## config.mk

```make
export PLATFORM = sky130hd
export DESIGN_NAME = param_shift_unit_flat
export DESIGN_NICKNAME = d
export VERILOG_FILES = /design/src/rtl/param_shift_unit_if.sv /design/src/rtl/param_shift_unit.sv /design/src/flat_wrapper.sv
export SDC_FILE = /design/constraint.sdc
export NUM_CORES = 1
export LEC_CHECK = 0
export ABC_AREA = 0
export CAP_MARGIN = 20
export CORE_UTILIZATION = 47
export DETAILED_ROUTE_END_ITERATION = 12
export PLACE_DENSITY = 0.81
export SETUP_SLACK_MARGIN = 0.02
export SYNTH_ARGS = -nofsm -noshare
export SYNTH_HDL_FRONTEND = slang
export SYNTH_SLANG_ARGS = --single-unit
```

## constraint.sdc

```tcl
create_clock -name clk -period 3 [get_ports clk]
set_input_delay 0.45 -clock clk [delete_from_list [all_inputs] [get_ports clk]]
set_output_delay 0.45 -clock clk [all_outputs]
set_load 0.005 [all_outputs]
```

## src/rtl/param_shift_unit_if.sv

```systemverilog
// param_shift_unit_if: load/shift handshake bundle between a controller and param_shift_unit
// Parameters: WIDTH data width, SHAMT_W shift-amount width
// master (controller): drives load, in, start, mode, shamt, ser_in; reads out, ser_out, busy, done
// slave (shift unit): the reverse. zero exists only with SHIFTREG_ZERO_FLAG_EN defined
interface param_shift_unit_if #(parameter int WIDTH = 6, parameter int SHAMT_W = 3);
    logic               load;
    logic [WIDTH-1:0]   in;
    logic               start;
    logic [1:0]         mode;
    logic [SHAMT_W-1:0] shamt;
    logic               ser_in;
    logic [WIDTH-1:0]   out;
    logic               ser_out;
    logic               busy;
    logic               done;
`ifdef SHIFTREG_ZERO_FLAG_EN
    logic               zero;
    modport master(output load, in, start, mode, shamt, ser_in, input out, ser_out, busy, done, zero);
    modport slave(input load, in, start, mode, shamt, ser_in, output out, ser_out, busy, done, zero);
`else
    modport master(output load, in, start, mode, shamt, ser_in, input out, ser_out, busy, done);
    modport slave(input load, in, start, mode, shamt, ser_in, output out, ser_out, busy, done);
`endif
endinterface

```

## src/rtl/param_shift_unit.sv

```systemverilog
// param_shift_unit: loadable WIDTH-bit register with multi-cycle programmable shift (one bit per clock)
// Ports: clk, rst (sync, active-high), s (param_shift_unit_if.slave)
//   load/in parallel load (aborts any shift), start/mode/shamt begin a shift from IDLE,
//   ser_in fill bit, out register, ser_out last bit shifted out, busy while steps remain,
//   done one-cycle completion pulse
// Modes: 00 logical right, 01 arithmetic right, 10 logical left, 11 rotate right
// Optional: SHIFTREG_ZERO_FLAG_EN adds registered s.zero = (out == 0), reset value 1
module param_shift_unit #(
    parameter int WIDTH   = 6,
    parameter int SHAMT_W = 3
) (
    input logic            clk,
    input logic            rst,
    param_shift_unit_if.slave s
);
    typedef enum logic {IDLE, SHIFT} state_t;
    state_t             state;
    logic [SHAMT_W-1:0] cnt;
    logic [1:0]         mode_q;
    logic [WIDTH-1:0]   out_q;
    logic [WIDTH-1:0]   nxt;
    logic               ser_q;
    logic               so;
    logic               busy_q;
    logic               done_q;
    always_comb begin
        nxt = mode_q == 2'b00 ? {s.ser_in, out_q[WIDTH-1:1]} :
              mode_q == 2'b01 ? {out_q[WIDTH-1], out_q[WIDTH-1:1]} :
              mode_q == 2'b10 ? {out_q[WIDTH-2:0], s.ser_in} :
                                {out_q[0], out_q[WIDTH-1:1]};
        so  = mode_q == 2'b10 ? out_q[WIDTH-1] : out_q[0];
    end
    always_ff @(posedge clk) begin
        if (rst) begin
            state  <= IDLE;
            cnt    <= '0;
            mode_q <= 2'b00;
            out_q  <= '0;
            ser_q  <= 1'b0;
            busy_q <= 1'b0;
            done_q <= 1'b0;
        end else if (s.load) begin
            state  <= IDLE;
            cnt    <= '0;
            out_q  <= s.in;
            busy_q <= 1'b0;
            done_q <= 1'b0;
        end else if (state == IDLE) begin
            done_q <= s.start && s.shamt == '0;
            if (s.start) begin
                mode_q <= s.mode;
                if (s.shamt != '0) begin
                    cnt    <= s.shamt;
                    busy_q <= 1'b1;
                    state  <= SHIFT;
                end
            end
        end else begin
            out_q <= nxt;
            ser_q <= so;
            cnt   <= cnt - 1'b1;
            if (cnt == 1) begin
                busy_q <= 1'b0;
                done_q <= 1'b1;
                state  <= IDLE;
            end
        end
    end
`ifdef SHIFTREG_ZERO_FLAG_EN
    logic zero_q;
    always_ff @(posedge clk) begin
        if (rst)
            zero_q <= 1'b1;
        else if (s.load)
            zero_q <= s.in == '0;
        else if (state == SHIFT)
            zero_q <= nxt == '0;
    end
    assign s.zero = zero_q;
`endif
    assign s.out     = out_q;
    assign s.ser_out = ser_q;
    assign s.busy    = busy_q;
    assign s.done    = done_q;
endmodule
```

## src/flat_wrapper.sv

```systemverilog
// flat-port wrapper written by rule: the top's interface ports become plain ports
module param_shift_unit_flat 
#(
    parameter int WIDTH   = 6,
    parameter int SHAMT_W = 3
)
  (clk, rst, s_load, s_in, s_start, s_mode, s_shamt, s_ser_in, s_out, s_ser_out, s_busy, s_done);
  param_shift_unit_if #(.WIDTH(WIDTH), .SHAMT_W(SHAMT_W)) s_i ();
  input logic clk;
  input logic rst;
  input wire logic [$bits(s_i.load)-1:0] s_load;
  input wire logic [$bits(s_i.in)-1:0] s_in;
  input wire logic [$bits(s_i.start)-1:0] s_start;
  input wire logic [$bits(s_i.mode)-1:0] s_mode;
  input wire logic [$bits(s_i.shamt)-1:0] s_shamt;
  input wire logic [$bits(s_i.ser_in)-1:0] s_ser_in;
  output wire logic [$bits(s_i.out)-1:0] s_out;
  output wire logic [$bits(s_i.ser_out)-1:0] s_ser_out;
  output wire logic [$bits(s_i.busy)-1:0] s_busy;
  output wire logic [$bits(s_i.done)-1:0] s_done;
  assign s_i.load = s_load;
  assign s_i.in = s_in;
  assign s_i.start = s_start;
  assign s_i.mode = s_mode;
  assign s_i.shamt = s_shamt;
  assign s_i.ser_in = s_ser_in;
  assign s_out = s_i.out;
  assign s_ser_out = s_i.ser_out;
  assign s_busy = s_i.busy;
  assign s_done = s_i.done;
  param_shift_unit #(.WIDTH(WIDTH), .SHAMT_W(SHAMT_W)) u_core (.clk(clk), .rst(rst), .s(s_i));
endmodule
```

Yosys cells after proc, flatten, opt, wreduce, memory -nomap -nowiden --
Index checks and enable logic that the tools add are counted.
Operators by class: $add $sub $neg 1, eq/ne operators 5, mux-type cells 19, bitwise operators 2, reductions and logical operators 13
Operators by type and width (number):
- $mux W6 | 5
- $mux W1 | 11
- $mux W3 | 3
- $reduce_and A2 Y1 | 3
- $reduce_and A3 Y1 | 2
- $reduce_bool A2 Y1 | 3
- $eq A3 B1 Y1 const B | 1
- $logic_not A3 Y1 | 1
- $ne A3 B2 Y1 const B | 1
- $reduce_bool A3 Y1 | 1
- $sub A3 B1 Y3 const B | 1
- $eq A2 B1 Y1 const B | 1
- $eq A2 B2 Y1 const B | 1
- $logic_not A2 Y1 | 1
- $ne A2 B2 Y1 const B | 1
- $not A1 Y1 | 2
- $reduce_or A2 Y1 | 1
- $logic_and A1 B1 Y1 | 1
Word-level totals: register bits 15, bits of input ports 16, output and inout bits 9

Depth between registers and ports, before layout --
Gate-level depths: netlist (run 1).
depth in word-level cells 6, mapped depth 6

Worst setup path before layout (run 1) --
No wires, ideal clock.
kind input port to flip-flop, start point input port s_shamt[1], end point register u_core.done_q, in the netlist u_core.s.done, library setup time 0.070 ns, arrival time 1.309 ns, slack 1.621 ns, stages 3, buffers on the path 0, cell sequence or3_4 or3b_1 a21oi_1
On the way: longest elaborated chain between the ends 3
Ends and longest elaborated chain:
- start, declared | RTL line flat_wrapper.sv:15 | input wire logic [$bits(s_i.shamt)-1:0] s_shamt;
- $logic_not A3 Y1 | RTL line param_shift_unit.sv:49 | done_q <= s.start && s.shamt == '0;
- $logic_and A1 B1 Y1 | RTL line param_shift_unit.sv:49
- $mux W1 | RTL line param_shift_unit.sv:48 | end else if (state == IDLE) begin
- end signal, assigned | RTL line param_shift_unit.sv:47 | done_q <= 1'b0;
- end signal, assigned | RTL line param_shift_unit.sv:49
- end signal, assigned | RTL line param_shift_unit.sv:64 | done_q <= 1'b1;
- end, declared | RTL line param_shift_unit.sv:25 | logic done_q;
Every way passes these cells. A chain may end at the register's enable or synchronous reset.

Worst setup path after layout (run 1) --
start point input port s_load, end point register u_core.mode_q[0]
On the way: longest elaborated chain between the ends 2
Ends and longest elaborated chain:
- start, declared | RTL line flat_wrapper.sv:11 | input wire logic [$bits(s_i.load)-1:0] s_load;
- $not A1 Y1 (no source line)
- $reduce_and A3 Y1 (no source line)
- end signal, assigned | RTL line param_shift_unit.sv:51 | mode_q <= s.mode;
- end, declared | RTL line param_shift_unit.sv:19 | logic [1:0] mode_q;
Every way passes these cells.

==> results of run 1 <==
==> flip-flops by register name, indices dropped and copies added (netlist names) <==
name / count
u_core.s.out: 6
u_core.cnt: 3
u_core.mode_q: 2
u_core.s.busy: 1
u_core.s.done: 1
u_core.s.ser_out: 1
u_core.state: 1
==> area by class of cell <==
type | instances | area, sq um | area share
multi-input cells | 78 | 443 | 0.421
flip-flops and latches | 15 | 300 | 0.285
repair buffers | 25 | 248 | 0.235
clock buffers | 4 | 26.3 | 0.0250
well taps | 16 | 20.0 | 0.0190
inverters | 4 | 15.0 | 0.0143
==> critical path, cell delays in order <==
cell             delay, ps
clkdlybuf4s50_1        490
buf_4                  210
nor3b_1                400
mux2i_1                240
nor2_1                  50
==> worst min-delay path by stage <==
stage | end | slack (ps)
after floorplan | u_core.s.busy | 450
after global placement | u_core.s.busy | 440
after detailed placement | u_core.s.busy | 460
after CTS | u_core.s.busy | 470
after global routing | u_core.s.busy | 490
final | u_core.s.busy | 470
==> per-stage QoR <==
| stage | cell area (sq um) | instances |
|---|---|---|
| final | 1050 | 142 |
| after global routing | 1050 | 142 |
| after CTS | 1050 | 142 |
| after detailed placement | 1030 | 138 |
| after global placement | 1030 | 138 |
| after floorplan | 778 | 102 |
==> power breakdown <==
group          total, mW  internal (mW)  leakage [nW]  switching, mW
clock network      0.116         0.0516        0.0150         0.0641
logic             0.0826         0.0498         0.232         0.0328
registers          0.223          0.210         0.123         0.0134
total              0.421          0.311         0.370          0.110
==> cells by family (layout without fill, tap and decap cells) <==
family	count (synthesis)	count (layout)	synth area share
multiplexers	2	2	0.0257
flip-flops	15	15	0.386
AND/OR/NAND/NOR	47	47	0.281
buffers and inverters	9	33	0.0450
adder cells (fa/ha/maj)	2	2	0.0321
AO/OA/AOI/OAI	27	27	0.230
==> cells in the mapped netlist <==
cell / n / share of area
nand2_1: 22 / 0.11
dfxtp_1: 15 / 0.39
a21oi_1: 13 / 0.084
nor2_1: 11 / 0.053
a311o_1: 6 / 0.077
clkbuf_1: 4 / 0.019
inv_1: 4 / 0.019
nand2b_1: 3 / 0.024
nor2b_1: 3 / 0.024
o21ai_0: 3 / 0.019
a211oi_1: 2 / 0.019
ha_1: 2 / 0.032
mux2i_1: 2 / 0.026
a221oi_1: 1 / 0.011
a311oi_1: 1 / 0.011
a31oi_1: 1 / 0.0080
and2b_1: 1 / 0.0096
buf_2: 1 / 0.0064
nand3_1: 1 / 0.0064
nor3_1: 1 / 0.0064
nor3b_1: 1 / 0.0096
or2_0: 1 / 0.0080
or2_2: 1 / 0.0080
or3_4: 1 / 0.014
or3b_1: 1 / 0.011
==> metal layers <==
metal  global-route usage  wire [um]
met1                0.258        739
met2                0.324        817
met3               0.0383         76
met4                0.113         25
met5                    0          0
==> impl_summary.log, run 1 <==
INFO  metric ys_warn_count = 0
INFO  metric iteration_0_drc_count_of_the_detailed_router = 19
INFO  metric route.antenna.remaining_nets = 0
INFO  metric cts_max_path_buffers = 2
INFO  metric layout.filler_cells = 127
INFO  metric first_pass_iters = 4
INFO  metric post-route-util = 0.690
INFO  metric finish.net_count = 145
INFO  metric synth_seq_cells = 15
INFO  metric worst-endpoint-arrival = 1830 ps
INFO  metric layout.cells.most_common_list = clkdlybuf4s50_1 (24), nand2_1 (22), dfxtp_1 (15), a21oi_1 (13), nor2_1 (11)
INFO  metric share_of_layout_cells_above_drive_strength_1 = 0.0476
INFO  metric fin_crit = 1670 ps
INFO  metric final.hold.worst_slack = 467 ps
INFO  metric cts_root_buf = clkbuf_4
INFO  metric num_rows = 14
INFO  metric crit_type = input pin to flop
INFO  metric reg2reg_to = u_core.s.out[5]
INFO  metric floorplan.core_area = 1520 sq um
INFO  metric dp_hpwl = 1220 um
INFO  metric synth_seq_area_share = 0.386
INFO  metric cts_tree = done
INFO  metric effective_utilization_at_floorplan = 0.511
INFO  metric power_density = 401 nW/um^2
INFO  metric ctsHoldBuffers = 0
INFO  metric whs_path_depth = 2
INFO  metric hold_start = u_core.s.busy
INFO  metric crit_required = 3160 ps
INFO  metric unrepaired_setup_endpoints_after_global_routing = no
INFO  metric port-buffer-count = 24
INFO  metric first_global_vias = 665
INFO  metric globalRouteOverflowTotal = 0
INFO  metric post_synth_inst_count = 102
INFO  metric ys_types = 25
INFO  metric critPathMaxFanout = 11
INFO  metric grt_max_degree = 25
INFO  metric critical_path.startpoint_type = input pin
INFO  metric power.leakage = 0.370 nW
INFO  metric vias_per_cell = 5.55
INFO  metric reg2reg_slack = 1510 ps
INFO  metric ctsResizeCount = 0
INFO  metric design.die.area = 1820 sq um
INFO  metric gr-usage-all-layers = 0.204
INFO  metric syn-num-nets = 120
INFO  metric drt-total-wl = 1660 um
INFO  metric rr_worst_depth = 3
INFO  metric result_of_the_run = completed
INFO  metric grt_antenna_before_repair = 0
INFO  metric antenna_cells = 0
INFO  metric crit_path_start = s_load
INFO  metric clock_latency = 280 ps
INFO  metric max_freq = 599 MHz
INFO  metric r2r_start = u_core.state
INFO  metric max_slew.worst_pin.slew = 719 ps
INFO  metric mappedNetlistArea = 778 sq um
INFO  metric min_path_type = flop to flop
INFO  metric finalSetupTns = 0 ps
INFO  metric timing.final.max_slew_violations = 0
INFO  metric drc = 0
INFO  metric report.final.hold_viol_count = 0
INFO  metric routabilityCongestion = 0.769
INFO  metric io-pin-count = 25
INFO  metric final_min_period_over_clock_period = 0.556
INFO  metric ctsHtreeMaxLevel = 1
INFO  metric via_count = 788
INFO  metric drv_cap = 0
INFO  metric commonest_non_fill_non_tap_cell_in_the_layout = clkdlybuf4s50_1
INFO  metric place_worst_setup_slack = 1060 ps
INFO  metric cts_setup_buffers = 0
INFO  metric critPathCaptureType = flop
INFO  metric fin_total_pwr = 0.421 mW
INFO  metric wire_per_inst = 11.7 um
INFO  metric clkSlewWorstSetupHoldPaths = 90 ps
INFO  metric area_delta_synth_final = 35.2%
INFO  metric avgSynthCellArea = 7.63 sq um
INFO  metric wire_length_of_the_first_global_routing_pass = 2770 um
INFO  metric clock_skew = 6.29 ps
INFO  metric ir_worst_vdd = 0.254 mV
INFO  metric worst_setup_path_endpoint = u_core.mode_q[0]
INFO  metric chipWidth = 42.7 um
INFO  metric worst_slack = 1330 ps
INFO  metric setup_violations = 0
INFO  metric die_height = 42.7 um
INFO  metric cts_buffers = 3
INFO  metric clock_sinks = 15
INFO  metric max-slew-margin-rel = 0.520
Power figures use the tool's default switching activity.
==> inputs of run 2 (changes only) <==
Settings changed: CORE_UTILIZATION 47 to 44, PLACE_DENSITY 0.81 to 0.77.
Clock period 3 ns to 1.6 ns, I/O delays scaled along.
==> impl_summary.log, run 2 (synthesized netlist as in run 1, its figures left out) <==
INFO  metric ctsHoldBuffers = 0
INFO  metric post-route-cell-area = 1100 sq um
INFO  metric grt_antenna_before_repair = 0
INFO  metric whs_endpoint = u_core.s.busy
INFO  metric unrepaired_setup_endpoints_after_global_routing = no
INFO  metric crit_type = flop to output port
INFO  metric grt_max_degree = 17
INFO  metric power_density = 728 nW/um^2
INFO  metric violations = DRC
INFO  metric share_of_layout_cells_above_drive_strength_1 = 0.0977
INFO  metric first_pass_iters = 11
INFO  metric fin_crit = 1480 ps
INFO  metric cts_setup_buffers = 0
INFO  metric setup_violations = 0
INFO  metric final.hold.worst_slack = 457 ps
INFO  metric regArea = 300 sq um
INFO  metric finish.net_count = 152
INFO  metric clkSlewWorstSetupHoldPaths = 90 ps
INFO  metric critPathCaptureType = output port
INFO  metric timing.final.max_slew_violations = 0
INFO  metric wire_length_of_the_first_global_routing_pass = 2930 um
INFO  metric placedCellCount = 145
INFO  metric drc = 1
INFO  metric route.antenna.remaining_nets = 0
INFO  metric grtUsageMet1 = 0.216
INFO  metric crit_buf_inv = 1
INFO  metric drv_cap = 0
INFO  metric family_of_cells_with_the_greatest_summed_delay_on_the_critical_path = buffers and inverters
INFO  metric wire_per_inst = 11.7 um
INFO  metric power.leakage = 0.404 nW
INFO  metric rr_worst_depth = 5
INFO  metric area_taken_by_multi_input_logic_gates = 443 sq um
INFO  metric hold_start = u_core.s.busy
INFO  metric area_delta_synth_final = 42.0%
INFO  metric crit_slowest_cell = clkdlybuf4s50_1
INFO  metric cts_max_path_buffers = 2
INFO  metric gr-usage-all-layers = 0.202
INFO  metric max-slew-margin-rel = 0.653
INFO  metric chipWidth = 44.1 um
INFO  metric max_slew.worst_pin.slew = 521 ps
INFO  metric first_global_vias = 728
INFO  metric ir_worst_vdd = 0.659 mV
INFO  metric critPathMaxFanout = 5
INFO  metric largest_reg_flops = 6
INFO  metric place_area = 1080 sq um
INFO  metric cpPeakStageDelay = 540 ps
INFO  metric dp_hpwl = 1390 um
INFO  metric cts_root_buf = clkbuf_4
INFO  metric routabilityCongestion = 0.873
INFO  metric iteration_0_drc_count_of_the_detailed_router = 6
INFO  metric reg2reg_to = u_core.cnt[2]
INFO  metric result_of_the_run = complete, but fails checks
INFO  metric final_min_period_over_clock_period = 0.925
INFO  metric worst-endpoint-arrival = 1240 ps
INFO  metric max_freq = 676 MHz
INFO  metric cts_tree = done
INFO  metric vias_per_cell = 5.44
INFO  metric drt-total-wl = 1750 um
INFO  metric r2r_start = u_core.state
INFO  metric floorplan.core_area = 1580 sq um
INFO  metric reg2reg_slack = 280 ps
INFO  metric clock_sinks = 15
INFO  metric effective_utilization_at_floorplan = 0.494
INFO  metric die_height = 44.1 um
INFO  metric report.final.hold_viol_count = 0
INFO  metric ctsResizeCount = 0
INFO  metric finalNonFillerCells = 149
INFO  metric global_route.peak_usage_layer = met2
INFO  metric clock_latency = 280 ps
INFO  metric ctsHtreeMaxLevel = 1
INFO  metric layout.cells.most_common_list = clkdlybuf4s50_1 (24), nand2_1 (22), dfxtp_1 (15), a21oi_1 (13), nor2_1 (11)
INFO  metric min_path_type = flop to flop
INFO  metric grt.met3_usage = 0.0367
INFO  metric critical_path_depth = 1
INFO  metric cp_cell_sequence = clkdlybuf4s50_1
INFO  metric antenna_cells = 0
INFO  metric globalRouteOverflowTotal = 0
INFO  metric via_count = 810
INFO  metric io-pin-count = 25
INFO  metric met2_usage = 0.397
INFO  metric critical_path.startpoint_type = flop
INFO  metric clock_skew = 6.34 ps
INFO  metric commonest_non_fill_non_tap_cell_in_the_layout = clkdlybuf4s50_1
INFO  metric num_rows = 14
INFO  metric crit_required = 1360 ps
INFO  metric layout.filler_cells = 139
INFO  metric cts_buffers = 3
INFO  metric whs_path_depth = 2
INFO  metric port-buffer-count = 24
INFO  metric design.die.area = 1940 sq um
[run 2: stage by stage]
step | setup TNS (ps) | util | setup WS (ps) | total power [mW]
after floorplan | 0 | - | 431 | 0.499
final | 0 | 0.701 | 121 | 0.804
after global placement | -22.8 | 0.684 | -22.8 | 0.591
after CTS | 0 | 0.701 | 125 | 0.808
after global routing | 0 | 0.701 | 93.9 | 0.848
after detailed placement | -40.0 | 0.684 | -40.0 | 0.595
[run 2: worst max path at each step]
stage / from / end / slack [ps]
after CTS: u_core.s.out[0] / s_out[0] / 130
after global routing: u_core.s.out[0] / s_out[0] / 90
after global placement: s_shamt[1] / u_core.s.done / -20
after detailed placement: s_shamt[1] / u_core.s.done / -40
after floorplan: s_shamt[1] / u_core.s.done / 430
final: u_core.s.out[0] / s_out[0] / 120
[run 2: power by group]
| group | switching (mW) | internal, mW | total (mW) |
|---|---|---|---|
| registers | 0.0227 | 0.393 | 0.416 |
| logic | 0.0660 | 0.104 | 0.170 |
| clock network | 0.122 | 0.0965 | 0.218 |
[run 2: area by class of cell]
| type | count | share of cell area |
|---|---|---|
| Clock buffer | 4 | 0.0238 |
| Tap cell | 16 | 0.0181 |
| Multi-Input combinational cell | 78 | 0.401 |
| Inverter | 4 | 0.0136 |
| Sequential cell | 15 | 0.272 |
| Timing Repair Buffer | 32 | 0.272 |
[run 2: metal layers]
metal	wire length, um	vias up
li1	-	420
met1	786	364
met2	884	22
met3	62	4
met4	17	0
met5	0	-
